File: src/rtl/if_id_queue_pkg.sv
// if_id_queue_pkg: shared constants and entry type for the fetch-to-decode queue
package if_id_queue_pkg;
  localparam int IFQ_DEPTH = 4;
  localparam logic [1:0] RESP_OKAY = 2'b00;
  localparam logic [31:0] NOP_INST = 32'h00000013;
  typedef struct packed {
    logic [31:0] pc;
    logic [31:0] inst;
    logic        fault;
  } entry_t;
endpackage

File: src/rtl/ifq_storage.sv
// ifq_storage: unreset register array, synchronous write, asynchronous read
module ifq_storage
  import if_id_queue_pkg::*;
#(
  parameter int DEPTH = IFQ_DEPTH,
  localparam int PTR_W = $clog2(DEPTH)
) (
  input  logic             clk,
  input  logic             we,
  input  logic [PTR_W-1:0] waddr,
  input  entry_t           wdata,
  input  logic [PTR_W-1:0] raddr,
  output entry_t           rdata
);
  entry_t mem [DEPTH];
  always_ff @(posedge clk) if (we) mem[waddr] <= wdata;
  assign rdata = mem[raddr];
endmodule

File: src/rtl/if_id_queue.sv
// if_id_queue: in-order instruction queue between fetch and decode with redirect flush
module if_id_queue
  import if_id_queue_pkg::*;
#(
  parameter int DEPTH = IFQ_DEPTH,
  localparam int PTR_W = $clog2(DEPTH)
) (
  input  logic             clk,
  input  logic             rst,
  input  logic             in_valid,
  output logic             in_ready,
  input  logic [31:0]      in_pc,
  input  logic [31:0]      in_inst,
  input  logic             in_fault,
  input  logic             flush,
  output logic             out_valid,
  input  logic             out_ready,
  output logic [31:0]      out_pc,
  output logic [31:0]      out_inst,
  output logic             out_fault,
  output logic [PTR_W:0]   count
);
  logic [PTR_W-1:0] rd_ptr_q, rd_ptr_d, wr_ptr_q, wr_ptr_d;
  logic [PTR_W:0]   count_q, count_d;
  logic             push, pop;
  entry_t           head;
  assign in_ready  = rst && (count_q != (PTR_W+1)'(DEPTH));
  assign out_valid = rst && (count_q != '0);
  assign push      = in_valid && in_ready && !flush;
  assign pop       = out_valid && out_ready && !flush;
  assign count     = count_q;
  assign out_pc    = out_valid ? head.pc : '0;
  assign out_inst  = out_valid ? head.inst : '0;
  assign out_fault = out_valid && head.fault;
  always_comb begin
    rd_ptr_d = flush ? '0 : rd_ptr_q + PTR_W'(pop);
    wr_ptr_d = flush ? '0 : wr_ptr_q + PTR_W'(push);
    count_d  = flush ? '0 : count_q + (PTR_W+1)'(push) - (PTR_W+1)'(pop);
  end
  always_ff @(posedge clk) begin
    if (!rst) begin
      rd_ptr_q <= '0;
      wr_ptr_q <= '0;
      count_q  <= '0;
    end else begin
      rd_ptr_q <= rd_ptr_d;
      wr_ptr_q <= wr_ptr_d;
      count_q  <= count_d;
    end
  end
  ifq_storage #(.DEPTH(DEPTH)) u_storage (
    .clk  (clk),
    .we   (push),
    .waddr(wr_ptr_q),
    .wdata('{pc: in_pc, inst: in_inst, fault: in_fault}),
    .raddr(rd_ptr_q),
    .rdata(head)
  );
  a_pow2:     assert property (@(posedge clk) (DEPTH & (DEPTH - 1)) == 0);
  a_count:    assert property (@(posedge clk) disable iff (!rst) count_q <= (PTR_W+1)'(DEPTH));
  a_push_rdy: assert property (@(posedge clk) disable iff (!rst) push |-> in_ready);
endmodule

File: config.mk
export PLATFORM = sky130hd
export DESIGN_NAME = if_id_queue
export DESIGN_NICKNAME = d
export VERILOG_FILES = /design/src/rtl/if_id_queue_pkg.sv /design/src/rtl/ifq_storage.sv /design/src/rtl/if_id_queue.sv
export SDC_FILE = /design/constraint.sdc
export NUM_CORES = 1
export LEC_CHECK = 0
export CAP_MARGIN = 0
export CORE_ASPECT_RATIO = 2
export CORE_MARGIN = 2
export CORE_UTILIZATION = 51
export DETAILED_ROUTE_END_ITERATION = 6
export DONT_BUFFER_PORTS = 1
export PLACE_DENSITY_LB_ADDON = 0.3
export SYNTH_ARGS = -nofsm -noshare
export SYNTH_HDL_FRONTEND = slang
export SYNTH_HIERARCHICAL = 1
export SYNTH_SLANG_ARGS = --single-unit
File: constraint.sdc
create_clock -name clk -period 6.7 [get_ports clk]
set_input_delay 0.67 -clock clk [delete_from_list [all_inputs] [get_ports clk]]
set_output_delay 0.67 -clock clk [all_outputs]
set_load 0.05 [all_outputs]
==> results of run 1 <==
[cells by family after synthesis]
kind of cell / after synthesis / share of synthesized area (%)
buffers and inverters: 23 / 2.19
and+or+nand+nor: 83 / 5.03
AOI/OAI and AO/OA: 6 / 0.450
xor gates and xnor gates: 5 / 0.426
DFF: 267 / 77.2
adders and majority gates: 3 / 0.438
muxes: 65 / 14.2
[path summary, 6_finish.rpt]
check | slack (ns) | end | from
hold / removal | 0.26 | u_storage/mem[0][41]$_DFFE_PP_ | in_pc[8]
hold reg to reg | 0.59 | wr_ptr_q[1]$_SDFF_PP0_ | wr_ptr_q[1]$_SDFF_PP0_
setup / recovery | 2.91 | out_inst[26] | count[1]$_SDFF_PP0_
setup reg to reg | 3.78 | u_storage/mem[1][54]$_DFFE_PP_ | count[1]$_SDFF_PP0_
[cells in the final DEF (no fill, tap or decap)]
cell                         count
sky130_fd_sc_hd__a2111oi_0       1
sky130_fd_sc_hd__a21oi_1         1
sky130_fd_sc_hd__and2_1         69
sky130_fd_sc_hd__and3_1          1
sky130_fd_sc_hd__and3_4          1
sky130_fd_sc_hd__and3b_4         2
sky130_fd_sc_hd__buf_4           6
sky130_fd_sc_hd__bufinv_16       4
sky130_fd_sc_hd__clkbuf_1        4
sky130_fd_sc_hd__clkbuf_16      23
sky130_fd_sc_hd__clkinv_1        3
sky130_fd_sc_hd__clkinv_2        4
sky130_fd_sc_hd__clkinvlp_4      1
sky130_fd_sc_hd__dfxtp_1         5
sky130_fd_sc_hd__dfxtp_4         2
sky130_fd_sc_hd__edfxtp_1      260
sky130_fd_sc_hd__fa_1            1
sky130_fd_sc_hd__ha_1            2
sky130_fd_sc_hd__inv_1           1
sky130_fd_sc_hd__mux4_2         65
sky130_fd_sc_hd__nand2b_1        1
sky130_fd_sc_hd__nor2_1          4
sky130_fd_sc_hd__nor2b_1         1
sky130_fd_sc_hd__nor3b_2         1
sky130_fd_sc_hd__nor4_1          1
sky130_fd_sc_hd__o21a_1          1
sky130_fd_sc_hd__o311ai_0        1
sky130_fd_sc_hd__o31a_2          1
sky130_fd_sc_hd__o31ai_1         1
sky130_fd_sc_hd__or3_1           1
sky130_fd_sc_hd__or3b_2          1
sky130_fd_sc_hd__xnor2_1         3
sky130_fd_sc_hd__xor2_1          2
[Yosys cell counts (all sizes together)]
master     n
fa         1
nor2       4
o311ai     1
xnor2      3
a2111oi    1
nand2b     1
clkbuf     3
o31a       1
and2      69
buf       19
nor3b      1
or3        1
dfxtp      7
nor2b      1
or3b       1
inv        1
o21a       1
ha         2
and3b      2
edfxtp   260
a21oi      1
xor2       2
and3       2
mux4      65
nor4       1
o31ai      1
[through the flow]
stage	util, %	instance area (um2)	setup WS, ns	std cells	total power [mW]
floorplan	-	10300	0.140	452	1.93
global placement	52.8	10500	3.44	698	1.94
detailed placement	52.8	10500	3.40	698	1.94
CTS	56.6	11200	2.85	737	3.27
global route	56.6	11200	2.75	737	3.32
finish	56.6	11200	2.91	737	3.23
[worst reg2reg max path: stages (launching register included)]
cell and delay [ns]:
sky130_fd_sc_hd__dfxtp_1 0.80, sky130_fd_sc_hd__or3b_2 0.27, sky130_fd_sc_hd__and3_1 0.28, sky130_fd_sc_hd__and3b_4 0.56
sky130_fd_sc_hd__buf_4 0.62
[state kept, by name, summed over array words and instances, names as in the netlist]
name           flops
wr_ptr_q           2
rd_ptr_q           2
count              3
u_storage/mem    260
[area by class of cell]
class	instances	area [um2]	area share, %
inverters	1	3.75	0.0335
clock inverters	12	159	1.42
well taps	262	328	2.92
flip-flops and latches	267	7960	70.9
clock buffers	27	591	5.26
multi-input cells	162	2140	19.0
repair buffers	6	45.0	0.402
[power by group]
| group | internal [mW] | leakage [nW] | switching [mW] | total (mW) |
|---|---|---|---|---|
| Clock | 0.782 | 0.365 | 0.544 | 1.33 |
| Sequential | 1.85 | 2.41 | 0.00478 | 1.85 |
| Combinational | 0.0177 | 0.648 | 0.0326 | 0.0502 |
| Total | 2.65 | 3.42 | 0.581 | 3.23 |
[layer usage]
layer | share of wire, % | GRT usage (%) | vias to the layer above
li1 | - | - | 1851
met1 | 33 | 17.2 | 2274
met2 | 57 | 33.0 | 140
met3 | 6.6 | 4.30 | 34
met4 | 3.3 | 6.56 | 0
met5 | 0 | 0 | -
==> qor.log, run 1 <==
qor: floorplanning.placementRows 73
qor: routing.dr.pass1.iters 5
qor: timing.setup_viol_count_final 0
qor: timing.fin_worst_hold_slack 0.263 ns
qor: clocking.post_cts.repair.setup_buffers 0
qor: critical_path.crit_chain o31a_2, buf_4, and2_1
qor: clocking.postCtsResizedCells 0
qor: synthesis.synth.lib_cells_used.distinct 29
qor: critical_path.critical-path-max-stage-delay 0.80 ns
qor: synthesis.synth.net_count 525
qor: critical_path.setup.worst_path.class flip-flop to output pin
qor: placed_design.io_buffer_count 0
qor: timing.totalNegativeSetupSlack 0 ns
qor: routing.routedWlPerCell 24.4 um
qor: placed_design.hpwl 10600 um
qor: floorplanning.die_w 104 um
qor: synthesis.synth_top_cell_by_area sky130_fd_sc_hd__edfxtp_1
qor: clocking.clkTransAtPathRegs 0.07 ns
qor: synthesis.synth_cells 452
qor: flow_run.cap_violations 0
qor: clocking.hold_fix_buffer_count_after_cts 0
qor: pwr.power.leakage 3.42 nW
qor: floorplanning.die_h 205 um
qor: clocking.clock_tree_from_tritoncts built
qor: clocking.cts_inserted_buffers 23
qor: clocking.h-tree-depth 1
qor: critical_path.timing.critical_path.fanout_max 38
qor: timing.slew_headroom 29.6%
qor: pwr.max-vdd-ir-drop 0.321 mV
qor: clocking.worstSkewPairLatency 0.50 ns
qor: clocking.cts_buffer_depth 3
qor: floorplanning.design.core.area 19800 um2
qor: synthesis.post_synth_main_area_contributors sky130_fd_sc_hd__edfxtp_1 76%, sky130_fd_sc_hd__mux4_2 14%, sky130_fd_sc_hd__and2_1 4.2%, sky130_fd_sc_hd__dfxtp_1 1.4%, sky130_fd_sc_hd__buf_12 0.97%
qor: timing.tightestPinTransition 1.06 ns
qor: critical_path.crit_buf_inv 1
qor: cells_and_area.nFillCells 1473
qor: synthesis.synthDominantCellAreaShare 75.9%
qor: global_routing.globalRouteTotalUtil 17.0%
qor: routing.post-route-drc-count 0
qor: cells_and_area.design.final.nets 534
qor: timing.timing.final.max_slew_violations 0
qor: synthesis.synthesis.yosys.warnings 6
qor: timing.hold_violations 0
qor: critical_path.end_kind output pin
qor: hold_path.hold_class input pin to flip-flop
qor: global_routing.vias_in_the_first_global_route 4740
qor: global_routing.grt_pass1_wl 27500 um
qor: clocking.ctsRootBufferMaster sky130_fd_sc_hd__clkbuf_16
qor: synthesis.ys_seq_elements 267
qor: global_routing.gr-total-overflow 0
qor: cells_and_area.antenna_cells_inserted 0
qor: routing.drt-total-wl 18000 um
qor: routing.vias 4299
qor: critical_path.timing.critical_path.slowest_stage_cell sky130_fd_sc_hd__dfxtp_1
qor: global_routing.grt_max_degree 67
qor: synthesis.post_synth.cell_area_avg 22.8 um2
qor: floorplanning.dieArea 21400 um2
qor: synthesis.synth-seq-area-share 77.2%
qor: floorplanning.initial_core_utilization 51.9%
qor: clocking.clkSinkCount 267
qor: routing.drtAntennaViolNets 0
qor: critical_path.cp_data_arrival_time 3.12 ns
qor: timing.grt_setup_unrepaired no
qor: cells_and_area.final_layout_size_suffix_gt1_share 23.4%
qor: timing.final.period_utilization 56.6%
qor: critical_path.worst_path_depth 3
qor: pwr.pwr_density_cell 288 nW/um2
qor: critical_path.timing.reg2reg.worst_path_depth 4
qor: routing.drt_iter0_drc 189
qor: cells_and_area.area_growth 9.01%
qor: outcome.outcome finished clean
qor: critical_path.critical-path-top-delay-family flip-flops
qor: placed_design.gp_congestion 0.746
qor: critical_path.cp.required 6.03 ns
qor: global_routing.number_of_antenna_violations_at_the_first_check_in_global_routing 0
qor: floorplanning.top_level_ports 140
qor: synthesis.post_synth_instance_area 10300 um2
qor: hold_path.hold_depth 0
qor: timing.timing.clock.skew 0.00965 ns
qor: timing.fmax 0.264 GHz
qor: routing.vias_per_cell 5.83
qor: critical_path.nature_of_the_critical_path_startpoint flip-flop
qor: timing.post-route-min-period 3.79 ns
(Power assumes the default switching activity.)
==> inputs of run 2 (changes only) <==
clock period = 3.3 ns   (was 6.7 ns; I/O delays follow)
==> run 2 against run 1 <==
- cell area increased by 6.5%
- worst setup slack lost 2.4 ns
- first-iteration DRC count rose by 34%
==> qor.log, run 2 (synthesized netlist as in run 1, its figures left out) <==
qor: outcome.outcome finished clean [unchanged]
qor: cells_and_area.design.final.nets 605 [was 534]
qor: timing.totalNegativeSetupSlack 0 ns [unchanged]
qor: critical_path.cp_data_arrival_time 2.47 ns [was 3.12 ns]
qor: timing.setup_viol_count_final 0 [unchanged]
qor: cells_and_area.top_register u_storage/mem [unchanged]
qor: timing.hold_violations 0 [unchanged]
qor: global_routing.globalRouteMet2Util 35.1% [was 33.0%]
qor: timing.fmax 0.357 GHz
qor: floorplanning.die_h 205 um [unchanged]
qor: cells_and_area.largest_register_ffs 260 [unchanged]
qor: cells_and_area.fin_util 60.2% [was 56.6%]
qor: routing.vias_per_cell 5.65 [was 5.83]
qor: global_routing.gr-total-overflow 0 [unchanged]
qor: routing.drtAntennaViolNets 0 [unchanged]
qor: pwr.fin_total_pwr 6.46 mW [was 3.23 mW]
qor: flow_run.cap_violations 0 [unchanged]
qor: placed_design.gp_congestion 0.751 [was 0.746]
qor: floorplanning.initial_core_utilization 51.9% [unchanged]
qor: placed_design.io_buffer_count 0 [unchanged]
qor: placed_design.hpwl 11500 um [was 10600 um]
qor: pwr.net-switching-power 1.21 mW [was 0.581 mW]
qor: routing.drt-total-wl 19000 um [was 18000 um]
qor: critical_path.end_kind output pin [unchanged]
qor: floorplanning.die_w 104 um [unchanged]
qor: floorplanning.placementRows 73 [unchanged]
qor: cells_and_area.mostFrequentLayoutCell sky130_fd_sc_hd__edfxtp_1 [unchanged]
qor: cells_and_area.layoutNonFillerInstCount 806 [was 737]
qor: routing.dr.pass1.iters 4 [was 5]
qor: clocking.ctsRootBufferMaster sky130_fd_sc_hd__clkbuf_16 [unchanged]
qor: global_routing.use_met1 19.2% [was 17.2%]
qor: timing.post-route-min-period 2.80 ns
qor: floorplanning.dieArea 21400 um2 [unchanged]
qor: timing.slew_headroom 54.5% [was 29.6%]
qor: cells_and_area.final_layout_size_suffix_gt1_share 21.5% [was 23.4%]
qor: pwr.clock_power_share 38.8% [was 41.1%]
qor: global_routing.number_of_antenna_violations_at_the_first_check_in_global_routing 1 [was 0]
qor: timing.grt_setup_unrepaired no [unchanged]
qor: global_routing.grt_pass1_wl 29100 um [was 27500 um]
qor: pwr.comb_power_share 3.1% [was 1.6%]
qor: global_routing.globalRouteTotalUtil 18.2% [was 17.0%]
qor: cells_and_area.final_cell_area 11900 um2 [was 11200 um2]
qor: critical_path.timing.critical_path.fanout_max 27 [was 38]
qor: routing.post-route-drc-count 0 [unchanged]
qor: clocking.h-tree-depth 1 [unchanged]
qor: routing.vias 4550 [was 4299]
qor: cells_and_area.area_growth 16.1% [was 9.01%]
qor: clocking.post_cts.repair.setup_buffers 0 [unchanged]
qor: critical_path.setup.worst_path.class flip-flop to output pin [unchanged]
qor: floorplanning.design.core.area 19800 um2 [unchanged]
qor: clocking.clock_tree_from_tritoncts built [unchanged]
qor: timing.timing.clock.skew 0.0142 ns [was 0.00965 ns]
qor: hold_path.hold_class input pin to flip-flop [unchanged]
qor: routing.drt_iter0_drc 253 [was 189]
qor: pwr.max-vdd-ir-drop 0.487 mV [was 0.321 mV]
qor: clocking.clkTransAtPathRegs 0.07 ns [about the same]
qor: clocking.worstSkewPairLatency 0.52 ns [was 0.50 ns]
qor: placed_design.place.detailed.instances 705 [was 698]
qor: pwr.power.switching_fraction 18.8% [was 18.0%]
qor: pwr.pwr_density_cell 541 nW/um2 [was 288 nW/um2]
qor: critical_path.nature_of_the_critical_path_startpoint flip-flop [unchanged]
qor: routing.routedWlPerCell 23.6 um [was 24.4 um]
qor: timing.tightestPinTransition 0.682 ns [was 1.06 ns]
qor: global_routing.vias_in_the_first_global_route 5046 [was 4740]
qor: global_routing.grt_use_met3 3.12% [was 4.30%]
qor: timing.final.period_utilization 84.9%
qor: clocking.clkSinkCount 267 [unchanged]
qor: critical_path.cp.required 2.97 ns [was 6.03 ns]
qor: cells_and_area.layout.cells.most_common_list 260 x sky130_fd_sc_hd__edfxtp_1, 69 x sky130_fd_sc_hd__and2_1, 65 x sky130_fd_sc_hd__mux4_2, 65 x sky130_fd_sc_hd__dlygate4sd3_1, 23 x sky130_fd_sc_hd__clkbuf_16 [was 260 x sky130_fd_sc_hd__edfxtp_1, 69 x sky130_fd_sc_hd__and2_1, 65 x sky130_fd_sc_hd__mux4_2, 23 x sky130_fd_sc_hd__clkbuf_16, 6 x sky130_fd_sc_hd__buf_4]
qor: placed_design.dpl_cell_area 10600 um2 [was 10500 um2]
qor: pwr.power.leakage 3.72 nW [was 3.42 nW]
qor: clocking.cts_inserted_buffers 22 [was 23]
qor: floorplanning.top_level_ports 140 [unchanged]
qor: global_routing.grt_max_degree 66 [was 67]
qor: clocking.cts_buffer_depth 3 [unchanged]
qor: pwr.intPower 5.25 mW [was 2.65 mW]
qor: timing.timing.final.max_slew_violations 0 [unchanged]
qor: pwr.seq_power_share 58.1% [was 57.4%]
qor: global_routing.grt_most_used_layer met2 [unchanged]
run 2: routing by layer:
layer	wire length, um	share of wire, %
met1	6380	34
met2	11100	58
met3	871	4.6
met4	642	3.4
met5	0	0
run 2: final timing paths:
check,cells past startpoint,to,slack [ns],start
min reg2reg,2,wr_ptr_q[1]$_SDFF_PP0_,0.63,wr_ptr_q[1]$_SDFF_PP0_
min,2,count[1]$_SDFF_PP0_,0.07,flush
max reg2reg,8,count[2]$_SDFF_PP0_,0.84,count[0]$_SDFF_PP0_
max,3,out_inst[30],0.50,rd_ptr_q[0]$_SDFF_PP0_
run 2: final cells by class:
type,instances,area [um2]
Timing Repair Buffer,78,823
Fill cell,1407,7880
Clock inverter,12,110
Antenna cell,1,2.50
Inverter,1,3.75
Multi-Input combinational cell,162,2140
Tap cell,262,328
Sequential cell,267,7960
Clock buffer,23,576
run 2: worst max-delay path, stage by stage (launching register included):
cell and delay [ns]:
sky130_fd_sc_hd__dfxtp_4 0.72, sky130_fd_sc_hd__buf_4 0.33, sky130_fd_sc_hd__mux4_2 0.56, sky130_fd_sc_hd__and2_1 0.33
run 2: power by group through the flow:
stage | clock network (mW) | logic [mW] | registers, mW
floorplan | 0 | 0.0896 | 3.83
global placement | 0 | 0.108 | 3.83
detailed placement | 0 | 0.109 | 3.83
CTS | 2.58 | 0.205 | 3.76
global route | 2.68 | 0.216 | 3.76
finish | 2.50 | 0.202 | 3.76
run 2: repair_timing:
item | 4_1_cts | 5_1_grt
gates resized for setup | 0 | 0
hold buffers | 65 | 0
hold endpoints to repair | 260 | 0
run 2: through the flow:
step | hold slack [ns] | setup WS [ns]
2_1_floorplan | 0.429 | 0.0200
3_3_place_gp | 0.429 | 0.907
3_5_place_dp | 0.429 | 0.837
4_1_cts | 0.0489 | 0.403
5_1_grt | 0.0631 | 0.350
6_report | 0.0729 | 0.500
==> inputs of run 3 (changes only) <==
ABC_AREA = 1   (was default)
clock period = 2.7 ns   (was 3.3 ns; I/O delays follow)
==> run 3 against run 2 <==
- die area increased by 19%
- critical path type unchanged
- count of clock-buffer cells in the layout rose by 2
- global-route usage grew 1.2 points
- highest routed layer is now met5
- non-clock buffer count increased by 38
- via count is 71% higher
- wire length rose by 28%
==> qor.log, run 3 <==
qor: synthesis.synth-seq-area-share 64.8% [was 77.2%]
qor: timing.hold_violations 0 [unchanged]
qor: cells_and_area.mostFrequentLayoutCell sky130_fd_sc_hd__inv_1 [was sky130_fd_sc_hd__edfxtp_1]
qor: pwr.power.switching_fraction 19.8% [was 18.8%]
qor: synthesis.post_synth_instance_area 12300 um2 [was 10300 um2]
qor: floorplanning.design.core.area 23700 um2 [was 19800 um2]
qor: routing.drt_iter0_drc 428 [was 253]
qor: critical_path.cp.required 2.43 ns [was 2.97 ns]
qor: timing.timing.final.max_slew_violations 0 [unchanged]
qor: synthesis.yosys.area_share.xor_xnor 0.0714% [was 0.426%]
qor: timing.slew_headroom 56.0% [was 54.5%]
qor: timing.fin_worst_hold_slack 0.174 ns [was 0.0729 ns]
qor: synthesis.ys_seq_elements 267 [unchanged]
qor: critical_path.critical-path-max-stage-delay 0.53 ns [was 0.72 ns]
qor: pwr.comb_power_share 4.1% [was 3.1%]
qor: synthesis.synth_top_cell_by_area sky130_fd_sc_hd__edfxtp_1 [unchanged]
qor: timing.tightestPinTransition 0.658 ns [was 0.682 ns]
qor: cells_and_area.largest_register_ffs 260 [unchanged]
qor: pwr.net-switching-power 1.65 mW [was 1.21 mW]
qor: synthesis.yosys.area_share.simple 21.0% [was 5.03%]
qor: routing.routedWlPerCell 15.0 um [was 23.6 um]
qor: floorplanning.dieArea 25400 um2 [was 21400 um2]
qor: critical_path.crit_buf_inv 3 [was 1]
qor: placed_design.pre_cts_setup_slack 0.691 ns [was 0.837 ns]
qor: cells_and_area.top_register u_storage/mem [unchanged]
qor: synthesis.synth.area.mux_share 0% [was 14.2%]
qor: synthesis.synth-main-ff-cell sky130_fd_sc_hd__edfxtp_1 [unchanged]
qor: timing.grt_setup_unrepaired no [unchanged]
qor: synthesis.synth.most_common_cell sky130_fd_sc_hd__inv_1 [was sky130_fd_sc_hd__edfxtp_1]
qor: routing.vias 7777 [was 4550]
qor: clocking.worstSkewPairLatency 0.51 ns [was 0.52 ns]
qor: synthesis.synth_top_family_by_area simple AND/OR/NAND/NOR gates [was multiplexers]
qor: placed_design.io_buffer_count 0 [unchanged]
qor: floorplanning.initial_core_utilization 51.7% [was 51.9%]
qor: critical_path.critical-path-top-delay-family buffers and inverters [was flip-flops]
qor: timing.setup_viol_count_final 0 [unchanged]
qor: clocking.h-tree-depth 1 [unchanged]
qor: critical_path.end_kind output pin [unchanged]
qor: critical_path.timing.critical_path.slowest_stage_cell sky130_fd_sc_hd__dfxtp_2 [was sky130_fd_sc_hd__dfxtp_4]
qor: synthesis.post_synth.cell_area_avg 10.1 um2 [was 22.8 um2]
qor: clocking.post_cts.repair.setup_buffers 0 [unchanged]
qor: timing.totalNegativeSetupSlack 0 ns [unchanged]
qor: routing.dr.pass1.iters 5 [was 4]
qor: outcome.outcome finished clean [unchanged]
qor: synthesis.post_synth_main_area_contributors sky130_fd_sc_hd__edfxtp_1 64%, sky130_fd_sc_hd__inv_1 10%, sky130_fd_sc_hd__nand2_1 10%, sky130_fd_sc_hd__nand3_1 5.5%, sky130_fd_sc_hd__nor2_4 3.8% [was sky130_fd_sc_hd__edfxtp_1 76%, sky130_fd_sc_hd__mux4_2 14%, sky130_fd_sc_hd__and2_1 4.2%, sky130_fd_sc_hd__dfxtp_1 1.4%, sky130_fd_sc_hd__buf_12 0.97%]
qor: clocking.clkTransAtPathRegs 0.07 ns [about the same]
qor: global_routing.grt_pass1_wl 38600 um [was 29100 um]
qor: global_routing.number_of_antenna_violations_at_the_first_check_in_global_routing 8 [was 1]
qor: routing.vias_per_cell 4.80 [was 5.65]
qor: cells_and_area.layoutNonFillerInstCount 1619 [was 806]
qor: critical_path.nature_of_the_critical_path_startpoint flip-flop [unchanged]
qor: cells_and_area.layout.cells.most_common_list 339 x sky130_fd_sc_hd__inv_1, 338 x sky130_fd_sc_hd__nand2_1, 260 x sky130_fd_sc_hd__edfxtp_1, 133 x sky130_fd_sc_hd__nand3_1, 68 x sky130_fd_sc_hd__dlygate4sd3_1 [was 260 x sky130_fd_sc_hd__edfxtp_1, 69 x sky130_fd_sc_hd__and2_1, 65 x sky130_fd_sc_hd__mux4_2, 65 x sky130_fd_sc_hd__dlygate4sd3_1, 23 x sky130_fd_sc_hd__clkbuf_16]
qor: global_routing.globalRouteTotalUtil 19.4% [was 18.2%]
qor: critical_path.cell_with_the_most_instances_on_the_worst_path sky130_fd_sc_hd__buf_4
qor: synthesis.post_synth_fa_ha_maj_area_fraction 0.367% [was 0.438%]
qor: critical_path.crit_chain inv_1, nand2_4, nand2_8, buf_4, nor2_1, buf_4 [was buf_4, mux4_2, and2_1]
qor: routing.drt-total-wl 24300 um [was 19000 um]
qor: global_routing.grt_max_degree 134 [was 66]
qor: synthesis.synth.net_count 1292 [was 525]
qor: timing.final.setup.worst_slack 0.267 ns [was 0.500 ns]
qor: synthesis.synthesis.yosys.warnings 6 [unchanged]
qor: cells_and_area.area_growth 16.7% [was 16.1%]
qor: cells_and_area.final_layout_size_suffix_gt1_share 10.8% [was 21.5%]
qor: clocking.cts_inserted_buffers 23 [was 22]
qor: critical_path.timing.critical_path.fanout_max 22 [was 27]
qor: synthesis.synth_compound_area_share 0.102% [was 0.450%]
qor: synthesis.synth.lib_cells_used.distinct 22 [was 29]
qor: clocking.cts_buffer_depth 3 [unchanged]
qor: placed_design.place.detailed.instances 1504 [was 705]
qor: floorplanning.die_h 223 um [was 205 um]
qor: global_routing.gr-total-overflow 0 [unchanged]
qor: clocking.ctsRootBufferMaster sky130_fd_sc_hd__clkbuf_16 [unchanged]
qor: clocking.clkSinkCount 267 [unchanged]
qor: timing.fmax 0.411 GHz
qor: pwr.power.leakage 6.50 nW [was 3.72 nW]
qor: critical_path.cp_data_arrival_time 2.16 ns [was 2.47 ns]
qor: pwr.max-vdd-ir-drop 0.576 mV [was 0.487 mV]
qor: pwr.pwr_density_cell 580 nW/um2 [was 541 nW/um2]
qor: routing.post-route-drc-count 0 [unchanged]
qor: placed_design.hpwl 14200 um [was 11500 um]
qor: clocking.clock_tree_from_tritoncts built [unchanged]
qor: floorplanning.top_level_ports 140 [unchanged]
qor: placed_design.gp_congestion 0.778 [was 0.751]
qor: synthesis.postSynth.asyncResetShare 0% [unchanged]
qor: synthesis.synthDominantCellAreaShare 63.6% [was 75.9%]
qor: synthesis.synth-edff-count 260 [unchanged]
qor: hold_path.hold_class input pin to flip-flop [unchanged]
qor: synthesis.synth.cells.most_frequent 342 x sky130_fd_sc_hd__inv_1, 338 x sky130_fd_sc_hd__nand2_1, 260 x sky130_fd_sc_hd__edfxtp_1, 134 x sky130_fd_sc_hd__nand3_1, 41 x sky130_fd_sc_hd__nor2_4 [was 260 x sky130_fd_sc_hd__edfxtp_1, 69 x sky130_fd_sc_hd__and2_1, 65 x sky130_fd_sc_hd__mux4_2, 7 x sky130_fd_sc_hd__buf_2, 7 x sky130_fd_sc_hd__dfxtp_1]
qor: pwr.clock_power_share 40.6% [was 38.8%]
qor: timing.post-route-min-period 2.43 ns
qor: pwr.seq_power_share 55.3% [was 58.1%]
qor: routing.drtAntennaViolNets 0 [unchanged]
qor: critical_path.setup.worst_path.class flip-flop to output pin [unchanged]
qor: timing.final.period_utilization 90.1%
qor: pwr.intPower 6.66 mW [was 5.25 mW]
qor: floorplanning.die_w 114 um [was 104 um]
qor: global_routing.vias_in_the_first_global_route 7779 [was 5046]
qor: flow_run.cap_violations 0 [unchanged]
qor: floorplanning.placementRows 80 [was 73]
qor: cells_and_area.design.final.nets 1383 [was 605]
qor: timing.timing.clock.skew 0.00530 ns [was 0.0142 ns]
qor: synthesis.synth_cells 1219 [was 452]
-- run 3: cell count changes in the layout (fill, tap and decap cells not counted), sizes merged, moves of 5 or more --
cell,delta
nand2,+341
diode,+5
buf,+35
mux4,-65
nor2,+68
nand3,+134
and2,-69
inv,+344
-- run 3: logic make-up after synthesis --
group / after synthesis
simple gates: 552
buf+inv: 394
flops: 267
fa+ha+maj: 3
compound gates: 2
xor+xnor: 1
-- run 3: path summary, 6_finish.rpt --
check / start / end / slack, ns / cells after the start
hold reg to reg: wr_ptr_q[1]$_SDFF_PP0_ / wr_ptr_q[1]$_SDFF_PP0_ / 0.72 / 2
setup / recovery: count[2]$_SDFF_PP0_ / out_pc[9] / 0.27 / 6
setup reg to reg: count[2]$_SDFF_PP0_ / count[2]$_SDFF_PP0_ / 0.71 / 10
hold / removal: out_ready / rd_ptr_q[0]$_SDFF_PP0_ / 0.17 / 5
-- run 3: timing repair --
action,CTS,global route
hold endpoints to repair,264,0
hold buffers,68,0
gates resized for setup,0,0
-- run 3: worst min-delay path, delay by kind of cell --
| kind | cells | cell delay (ns) |
|---|---|---|
| AND/OR/NAND/NOR | 3 | 0.25 |
| buffers and inverters | 2 | 0.14 |
-- run 3: power by group through the flow --
stage	Sequential (mW)	Combinational, mW	Clock (mW)
2_1_floorplan	4.68	0.184	0
3_3_place_gp	4.68	0.223	0
3_5_place_dp	4.68	0.226	0
4_1_cts	4.59	0.348	3.46
5_1_grt	4.59	0.377	3.60
6_report	4.59	0.343	3.37
-- run 3: per-stage QoR --
stage                     power, mW  util (%)  cell area [um2]
after detailed placement       4.91      54.2            12800
after floorplan                4.87         -            12300
final                          8.30      60.4            14300
after global placement         4.90      54.2            12800
after global routing           8.56      60.4            14300
after CTS                      8.40      60.3            14300
-- run 3: routing by layer --
| metal | routed length [um] | GRT usage (%) | vias up |
|---|---|---|---|
| met5 | 24 | 0 | - |
| met4 | 660 | 8.85 | 4 |
| met3 | 931 | 2.44 | 47 |
| met2 | 13600 | 36.4 | 173 |
| met1 | 9120 | 21.3 | 3671 |
| li1 | - | - | 3882 |
-- run 3: cell type report --
cell class	instances	area [um2]
Clock inverter	16	190
Antenna cell	6	15.0
Inverter	344	1300
Multi-Input combinational cell	558	2700
Tap cell	287	359
Sequential cell	267	7960
Fill cell	1855	9400
Timing Repair Buffer	116	1220
Clock buffer	25	583
